## config.mk

```make
export PLATFORM = sky130hd
export DESIGN_NAME = wrr_arbiter
export DESIGN_NICKNAME = d
export VERILOG_FILES = /design/src/rtl/arb_pkg.sv /design/src/rtl/rr_pick.sv /design/src/rtl/wrr_arbiter.sv
export SDC_FILE = /design/constraint.sdc
export NUM_CORES = 1
export LEC_CHECK = 0
export ABC_AREA = 1
export BUFFER_PORTS_ARGS = -buffer_cell sky130_fd_sc_hd__clkbuf_2
export CORE_MARGIN = 2
export CORE_UTILIZATION = 57
export CTS_CLUSTER_SIZE = 8
export DETAILED_ROUTE_END_ITERATION = 8
export PLACE_DENSITY_LB_ADDON = 0.1
export SLEW_MARGIN = 30
export SYNTH_ARGS = -nofsm -noshare
export SYNTH_HDL_FRONTEND = slang
export SYNTH_SLANG_ARGS = --single-unit
export TNS_END_PERCENT = 50
```

## constraint.sdc

```tcl
create_clock -name clk -period 5.4 [get_ports clk]
set_input_delay 1.08 -clock clk [delete_from_list [all_inputs] [get_ports clk]]
set_output_delay 1.08 -clock clk [all_outputs]
set_load 0.1 [all_outputs]
```

## src/rtl/arb_pkg.sv

```systemverilog
// Shared arbitration types and the generic round-robin search helper.
package arb_pkg;

    typedef enum logic {
        IDLE = 1'b0,
        OWN  = 1'b1
    } arb_state_e;

    localparam int unsigned RR_MAX_N = 32;

    // Index of the first set bit of vec[n-1:0] at or after start, wrapping around.
    // Doubling the vector turns the wrap into a plain borrow chain for the subtract.
    function automatic int unsigned rr_first(input logic [RR_MAX_N-1:0] vec,
                                             input int unsigned start,
                                             input int unsigned n = RR_MAX_N);
        logic [2*RR_MAX_N-1:0] dbl;
        logic [2*RR_MAX_N-1:0] base;
        logic [2*RR_MAX_N-1:0] win;
        int unsigned           idx;
        dbl  = '0;
        base = '0;
        idx  = 0;
        for (int unsigned i = 0; i < RR_MAX_N; i++) begin
            if (i < n) begin
                dbl[i]     = vec[i];
                dbl[i + n] = vec[i];
            end
        end
        base[start] = 1'b1;
        win = dbl & ~(dbl - base);
        for (int unsigned i = 0; i < 2 * RR_MAX_N; i++) begin
            if (win[i]) idx = (i >= n) ? i - n : i;
        end
        return idx;
    endfunction

endpackage

```

## src/rtl/rr_pick.sv

```systemverilog
// Combinational round-robin picker: first request at or after the one-hot start mask.
module rr_pick #(
    parameter  int N   = 4,
    localparam int IDW = (N > 1) ? $clog2(N) : 1
) (
    input  logic [N-1:0]   req,
    input  logic [N-1:0]   start,
    output logic [N-1:0]   winner,
    output logic [IDW-1:0] idx
);

    logic [2*N-1:0] dbl;
    logic [2*N-1:0] win_dbl;

    always_comb begin
        dbl     = {req, req};
        // Borrow ripples from start up to the first set bit, isolating it.
        win_dbl = dbl & ~(dbl - {{N{1'b0}}, start});
        winner  = win_dbl[N-1:0] | win_dbl[2*N-1:N];
        idx     = '0;
        for (int i = 0; i < N; i++) begin
            if (winner[i]) idx = IDW'(i);
        end
    end

endmodule

```

## src/rtl/wrr_arbiter.sv

```systemverilog
// Weighted round-robin arbiter: registered one-hot grant held for up to weight beats.
module wrr_arbiter
    import arb_pkg::*;
#(
    parameter  int N   = 5,
    parameter  int W   = 4,
    localparam int IDW = $clog2(N)
) (
    input  logic             clk,
    input  logic             rst_n,
    input  logic [N-1:0]     req,
    input  logic [N*W-1:0]   weight,
    output logic [N-1:0]     grant,
    output logic [IDW-1:0]   grant_id,
    output logic             busy
);

    arb_state_e     state, state_nxt;
    logic [W-1:0]   credit, credit_nxt;
    logic [IDW-1:0] last, last_nxt;
    logic [IDW-1:0] start_idx, pick_idx, grant_id_nxt;
    logic [N-1:0]   start_mask, pick_oh, grant_nxt;
    logic           rearb;

    function automatic logic [W-1:0] floor_one(input logic [W-1:0] w);
        return (w == '0) ? W'(1) : w;
    endfunction

    always_comb begin
        start_idx             = (last == IDW'(N - 1)) ? '0 : last + IDW'(1);
        start_mask            = '0;
        start_mask[start_idx] = 1'b1;
    end

    rr_pick #(.N(N)) u_pick (
        .req    (req),
        .start  (start_mask),
        .winner (pick_oh),
        .idx    (pick_idx)
    );

    always_comb begin
        state_nxt    = state;
        credit_nxt   = credit;
        last_nxt     = last;
        grant_nxt    = grant;
        grant_id_nxt = grant_id;
        rearb        = (state == IDLE) || !req[grant_id] || (credit == W'(1));
        if (!rearb) begin
            credit_nxt = credit - W'(1);
        end else if (|req) begin
            // Start of a new tenure: the only point where weight is sampled.
            state_nxt    = OWN;
            grant_nxt    = pick_oh;
            grant_id_nxt = pick_idx;
            last_nxt     = pick_idx;
            credit_nxt   = floor_one(weight[int'(pick_idx)*W +: W]);
        end else begin
            state_nxt    = IDLE;
            grant_nxt    = '0;
            grant_id_nxt = '0;
            credit_nxt   = '0;
        end
    end

    always_ff @(posedge clk or negedge rst_n) begin
        if (!rst_n) begin
            state    <= IDLE;
            credit   <= '0;
            last     <= IDW'(N - 1);
            grant    <= '0;
            grant_id <= '0;
            busy     <= 1'b0;
        end else begin
            state    <= state_nxt;
            credit   <= credit_nxt;
            last     <= last_nxt;
            grant    <= grant_nxt;
            grant_id <= grant_id_nxt;
            busy     <= |grant_nxt;
        end
    end

endmodule

```

---- After elaboration in Yosys (flattened, before gate mapping) ----
Cells that the tools add are included.
word-level totals
  register bits ........................... 17
  input port bits ......................... 27
  output and inout bits ................... 9
  word-level logic and storage cells ...... 43
operators by class
  add/subtract/negate cells ............... 3
  order comparisons ....................... 3
  equal/unequal tests ..................... 2
  shift-type cells ........................ 1
  muxes and demuxes ....................... 16
  bitwise operators ....................... 4
  reductions and logical operators ........ 8
operators with widths
  kind                                                               number
  indexed part select 20 x 6 -> 4 bit                                1
  two-way mux 4 bit                                                  3
  AND 10 bit                                                         1
  two-way mux 5 bit                                                  2
  NOT 10 bit                                                         1
  OR reduction 5 bit                                                 2
  subtractor 10 x 5 -> 10 bit                                        1
  two-way mux 3 bit                                                  3
  < comparator 3 x 4 -> 1 bit, second input constant                 2
  OR 5 bit                                                           1
  == test 4 x 1 -> 1 bit, second input constant                      1
  zero test 4 bit                                                    1
  two-way mux 1 bit                                                  4
  two-way mux 2 bit                                                  2
  subtractor 4 x 1 -> 4 bit, second input constant                   1
  adder 3 x 1 -> 3 bit, second input constant                        1
  binary-select mux 1 bit (select 3 bit)                             1
  demux 1 bit (select 3 bit)                                         1
  == test 3 bit, second input constant                               1
  greater-or-equal comparator 3 x 1 -> 1 bit, second input constant  1
  logical OR 1 bit                                                   2
  AND reduction 2 bit                                                1
  logical AND 1 bit                                                  1
  zero test 1 bit                                                    1
  NOT 1 bit                                                          1

---- Depth between registers and ports, before layout ----
  word-level depth ........................ 19
  mapped depth ............................ 25

---- Cells and area by module ----
From an unflattened synthesis, not the netlist that was laid out.
unflattened totals
  cells, all modules ...................... 209
  area total of the unflattened synthesis .. 1448.9 um^2
modules (own cells, without submodules)
  module       instances  cells each  area each (um^2)
  wrr_arbiter  1          148         1076.0
  rr_pick      1          61          372.9

---- Worst setup path before layout ----
No wires, ideal clock.
  path type ............................... input to register
  start ................................... input port req[0]
  end ..................................... register credit[0]
  library setup time ...................... 117 ps
  data arrival time ....................... 2884 ps
  required time ........................... 5283 ps
  setup slack ............................. 2400 ps
  stages on the path ...................... 21
  path buffers ............................ 0
  cell sequence ........................... inv_1 nand3_2 inv_1 fa_1 nand3b_1 nand2_1 nand2_1 nand3_1 nand2_1 nand3_1 nand3_4 nand2_8 nand2_1 nand3_1 nand2_1 nand2_1 nand2_1 nand3_1 nand2_1 nand2_1 nand2_1
between the ends
  longest elaborated chain between the ends .. 13
  elaborated cells on any way between the ends .. 19
ends and longest elaborated chain
  item                                 RTL line           RTL
  start: declaration                   wrr_arbiter.sv:11  input logic [N-1:0] req,
  subtractor 10 x 5 -> 10 bit          rr_pick.sv:18      win_dbl = dbl & ~(dbl - {{N{1'b0}}, start});
  NOT 10 bit                           rr_pick.sv:18
  AND 10 bit                           rr_pick.sv:18
  OR 5 bit                             rr_pick.sv:19      winner = win_dbl[N-1:0] | win_dbl[2*N-1:N];
  two-way mux 1 bit                    rr_pick.sv:22      if (winner[i]) idx = IDW'(i);
  two-way mux 2 bit (2 in a row)       rr_pick.sv:22
  two-way mux 3 bit                    rr_pick.sv:22
  indexed part select 20 x 6 -> 4 bit  wrr_arbiter.sv:57  credit_nxt = floor_one(weight[int'(pick_idx)*W +: W]);
  zero test 4 bit                      wrr_arbiter.sv:26  return (w == '0) ? W'(1) : w;
  two-way mux 4 bit                    wrr_arbiter.sv:26
  two-way mux 4 bit                    wrr_arbiter.sv:51  end else if (|req) begin
  two-way mux 4 bit (*)                wrr_arbiter.sv:49  if (!rearb) begin
  via credit_nxt[0]                    wrr_arbiter.sv:19  logic [W-1:0] credit, credit_nxt;
  end signal: assignment               wrr_arbiter.sv:76  credit <= credit_nxt;
  end: declaration                     wrr_arbiter.sv:19
The timed path passes the listed nets; every way through them passes the cells marked *. The select of a mux whose other input is x is not followed.
A chain may end at the register's enable or synchronous reset.

---- Worst setup path after layout ----
  start ................................... register last[0]
  end ..................................... register credit[0]
between the ends
  longest elaborated chain between the ends .. 19
  elaborated cells on any way between the ends .. 21
ends and longest elaborated chain
  item                                                                                                             RTL line           RTL
  start: declaration                                                                                               wrr_arbiter.sv:20  logic [IDW-1:0] last, last_nxt;
  start signal: assignment                                                                                         wrr_arbiter.sv:70  last <= IDW'(N - 1);
  start signal: assignment                                                                                         wrr_arbiter.sv:77  last <= last_nxt;
  adder 3 x 1 -> 3 bit or == test 3 bit (tied branches)                                                            wrr_arbiter.sv:30  start_idx = (last == IDW'(N - 1)) ? '0 : last + IDW'(1);
  two-way mux 3 bit (*)                                                                                            wrr_arbiter.sv:30
  < comparator 3 x 4 -> 1 bit (implied by the code) or greater-or-equal comparator 3 x 1 -> 1 bit (tied branches)  wrr_arbiter.sv:32  start_mask[start_idx] = 1'b1;
  logical AND 1 bit (implied by the code)                                                                          wrr_arbiter.sv:32
  two-way mux 1 bit (implied by the code)                                                                          wrr_arbiter.sv:32
  demux 1 bit (select 3 bit) (*)                                                                                   wrr_arbiter.sv:32
  subtractor 10 x 5 -> 10 bit (*)                                                                                  rr_pick.sv:18
  NOT 10 bit (*)                                                                                                   rr_pick.sv:18
  [3 not listed]                                                                                                   n/a
  two-way mux 2 bit (2 in a row)                                                                                   rr_pick.sv:22
  two-way mux 3 bit (*)                                                                                            rr_pick.sv:22
  indexed part select 20 x 6 -> 4 bit (*)                                                                          wrr_arbiter.sv:57
  zero test 4 bit                                                                                                  wrr_arbiter.sv:26
  two-way mux 4 bit (*)                                                                                            wrr_arbiter.sv:26
  two-way mux 4 bit (*)                                                                                            wrr_arbiter.sv:51
  two-way mux 4 bit (*)                                                                                            wrr_arbiter.sv:49
  via credit_nxt[0]                                                                                                wrr_arbiter.sv:19
The timed path passes the listed nets; every way through them passes the cells marked *.

==> results.txt <==
----------------------------------------------------
[Route]
  Post-Route WL ... 3308 um
  Vias per Instance ... 5.293
  Antenna Violating Nets Remaining ... 0
  First drt pass iteration count ... 4
  Average wire length per cell after detail routing ... 12.44 um
  Total via count in the routed design ... 1408
  Initial drt markers ... 42
  DRC errors left ... 0

[Final layout]
  Share of cells above drive strength 1 ... 26.69%
  Leading cell types in the layout, fill and taps excluded ... nand2_1, clkbuf_2, inv_1
  Commonest non-fill, non-tap cell in the layout ... nand2_1
  Post-layout util ... 68.67%
  Layout overhead on the synthesized area ... 15.58%
  Ant. Diodes ... 0
  FF/Latch Area ... 426.7 um2
  Area used by multi-input combinational logic ... 898.4 um2
  Filler cell count in the final layout ... 224
  Number of nets in the layout ... 274

[Worst hold path]
  Source of the worst hold timing path ... grant[4]
  Hold path endpoint ... grant[4]
  Hold depth ... 2
  Kind of path behind the tightest hold check ... reg2reg

[Timing]
  Number of pins exceeding their max-slew limit in the final report ... 0
  Unrepaired setup endpoints after global routing ... false
  Hold violation total from the final report ... 0
  Pin slew with the least headroom to its limit ... 0.5423 ns
  Final count of negative-setup-slack endpoints ... 0
  Period utilisation layout ... 59.60%
  Max frequency ... 310.7 MHz
  Setup skew after layout ... 0.003109 ns
  Final total negative setup slack ... 0 ns
  Minimum period implied by the final worst setup slack ... 3.218 ns
  Slew HR ... 64.00%

[Floorplanning]
  Floorplan core area ... 2432 um2
  Chip width ... 54.35 um
  Top Ports ... 36
  Die height ... 54.35 um
  Die Area ... 2954 um2
  Initial core utilization ... 59.41%
  Number of rows in the core area ... 18

[Clock tree]
  Clock-pin slew reported for the worst setup and hold paths after clock tree synthesis ... 0.10 ns
  Buffer levels on the longest clock path ... 2
  Number of buffers created by CTS ... 3
  Quantity of gates resized following cts ... 0
  Post CTS Setup Buffer Count ... 0
  Clock tree from TritonCTS ... yes
  CTS hold repair buffers ... 0
  Clock insertion delay at the later pin of the skew report ... 0.29 ns
  Root cell of the clock tree ... clkbuf_4
  H-tree levels ... 1
  Clk sinks ... 17

[Setup path]
  Startpoint class of the critical path ... register
  Data required, critical path ... 5.60 ns
  Capture point of the worst reg-to-reg path ... credit[0]
  Reg2Reg Setup Slack ... 2.18 ns
  Worst Path Class, Setup ... reg2reg
  Top fanout value on the critical path ... 13
  Worst reg2reg startpoint ... last[0]
  Crit path arrival time ... 3.42 ns
  Cell count of the worst reg-to-reg path ... 24
  Kind of end point of the critical path ... register

[Yosys]
  Share of the synthesized area in the top cell type ... 27.71%
  Synthesized area divided by synthesized cell count ... 7.262 um2
  Compound-Gate Fraction of Synth Area ... 11.00%
  Distinct cell type count after synthesis ... 33
  Synthesized instance count ... 199
  Share of synthesized area occupied by flip-flops and latches ... 29.52%
  Synth Register Bits ... 17
  Total standard cell area after synthesis ... 1445 um2
  Cell type with the highest aggregate area in the netlist ... dfrtp_1
  Share of cell area taken by muxes after synthesis ... 0%
  Dominant combinational cell family by area after synthesis ... simple AND/OR/NAND/NOR gates
  Top cells by area in the synthesized netlist ... dfrtp_1, nand2_1, ha_1, nand3_1, inv_1
  Share of synthesized cell area in and, or, nand and nor gates ... 39.57%
  Synth warnings ... 0
  Post-Synth XOR/XNOR Area ... 2.424%
  Post-synthesis adder-cell area fraction ... 9.177%
  Net Count, Synth ... 236

[Placed design]
  Detailed Place HPWL ... 2805 um
  Buffers on Ports ... 35
  Routability congestion estimate ... 0.9134

[Global route]
  Grt ovf ... 0
  Total global routing track utilization ... 25.26%
  Initial antenna violation count ... 0
  Via count of the first global-routing pass ... 1257
  Pin count of the biggest net entering global routing ... 18
  First-pass GRT wire length ... 5506 um

[Flow run]
  Number of violations of the max-capacitance limit ... 0

[Run status]
  Status ... finished, final reports clean

----------------------------------------------------
==> Yosys cell counts (all sizes together) <==
library cell / n
nand2: 63
a21boi: 1
nand3b: 2
xnor2: 3
a41o: 1
dfstp: 1
a21oi: 11
or2: 1
buf: 1
dfrtp: 16
nand4: 3
a31oi: 1
o22ai: 3
nor3: 2
ha: 9
clkbuf: 1
nor2: 15
nor4: 1
o21ai: 7
inv: 28
nand3: 26
o211ai: 1
xor2: 1
fa: 1
==> through the flow <==
step	area [um2]	setup WS, ns	hold WS (ns)	instances
floorplan	1445	2.400	0.4971	199
CTS	1670	2.200	0.5150	266
detailed placement	1643	1.995	0.4942	262
global placement	1643	2.050	0.4798	262
finish	1670	2.182	0.5139	266
global route	1670	1.801	0.5584	266
==> metal layers <==
metal  share of wire, %  global-route usage (%)  wire length (um)  up-vias
met5                  0                       0                 0        -
met4                1.8                   8.750                61        0
met3                3.8                   1.093               127        7
met2                 47                   43.78              1569       42
met1                 47                   33.33              1548      630
li1                   -                       -                 -      729
==> state kept, by name, indices dropped and copies added (netlist names) <==
name,flops
busy,1
credit,4
grant,5
grant_id,3
last,3
state,1
==> cell type report <==
class                           count  area share (%)
Multi-Input combinational cell    152           53.78
Timing Repair Buffer               35           10.49
Clock buffer                        3           1.348
Sequential cell                    17           25.54
Inverter                           28           6.292
Tap cell                           30           2.247
Clock inverter                      1          0.2996
==> worst max-delay path by stage <==
stage / startpoint / endpoint / cells past startpoint
global route: last[0] / credit[0] / 24
global placement: req[0] / credit[0] / 22
CTS: last[0] / credit[0] / 24
finish: last[0] / credit[0] / 24
detailed placement: req[0] / credit[0] / 22
floorplan: req[0] / credit[0] / 21
==> cell families after synthesis <==
| family | after synthesis |
|---|---|
| adders and majority gates | 10 |
| and+or+nand+nor | 113 |
| buffers and inverters | 30 |
| AOI/OAI and AO/OA | 25 |
| DFF | 17 |
| xor gates and xnor gates | 4 |
==> worst max-delay path: stages, from the launching register on <==
cell and delay [ns]:
dfrtp_1 0.39, inv_1 0.17, ha_1 0.19, nand2_2 0.09, nand3_2 0.14, inv_1 0.07, nor3_1 0.29, inv_1 0.08
ha_1 0.20, a21oi_2 0.18, nor2_1 0.08, nor2_1 0.16, nand4_2 0.12, nand2_2 0.09, nand2_4 0.13, nand2_2 0.16
inv_2 0.07, nand3_1 0.08, nand2_1 0.05, nand2_1 0.05, nand2_1 0.08, nand3_1 0.09, nand2_1 0.05, nand2_1 0.05
nand2_1 0.04
Power is left out: the tool's default activity adds up to more than one toggle a clock period on the data nets, which glitch-free logic cannot reach.
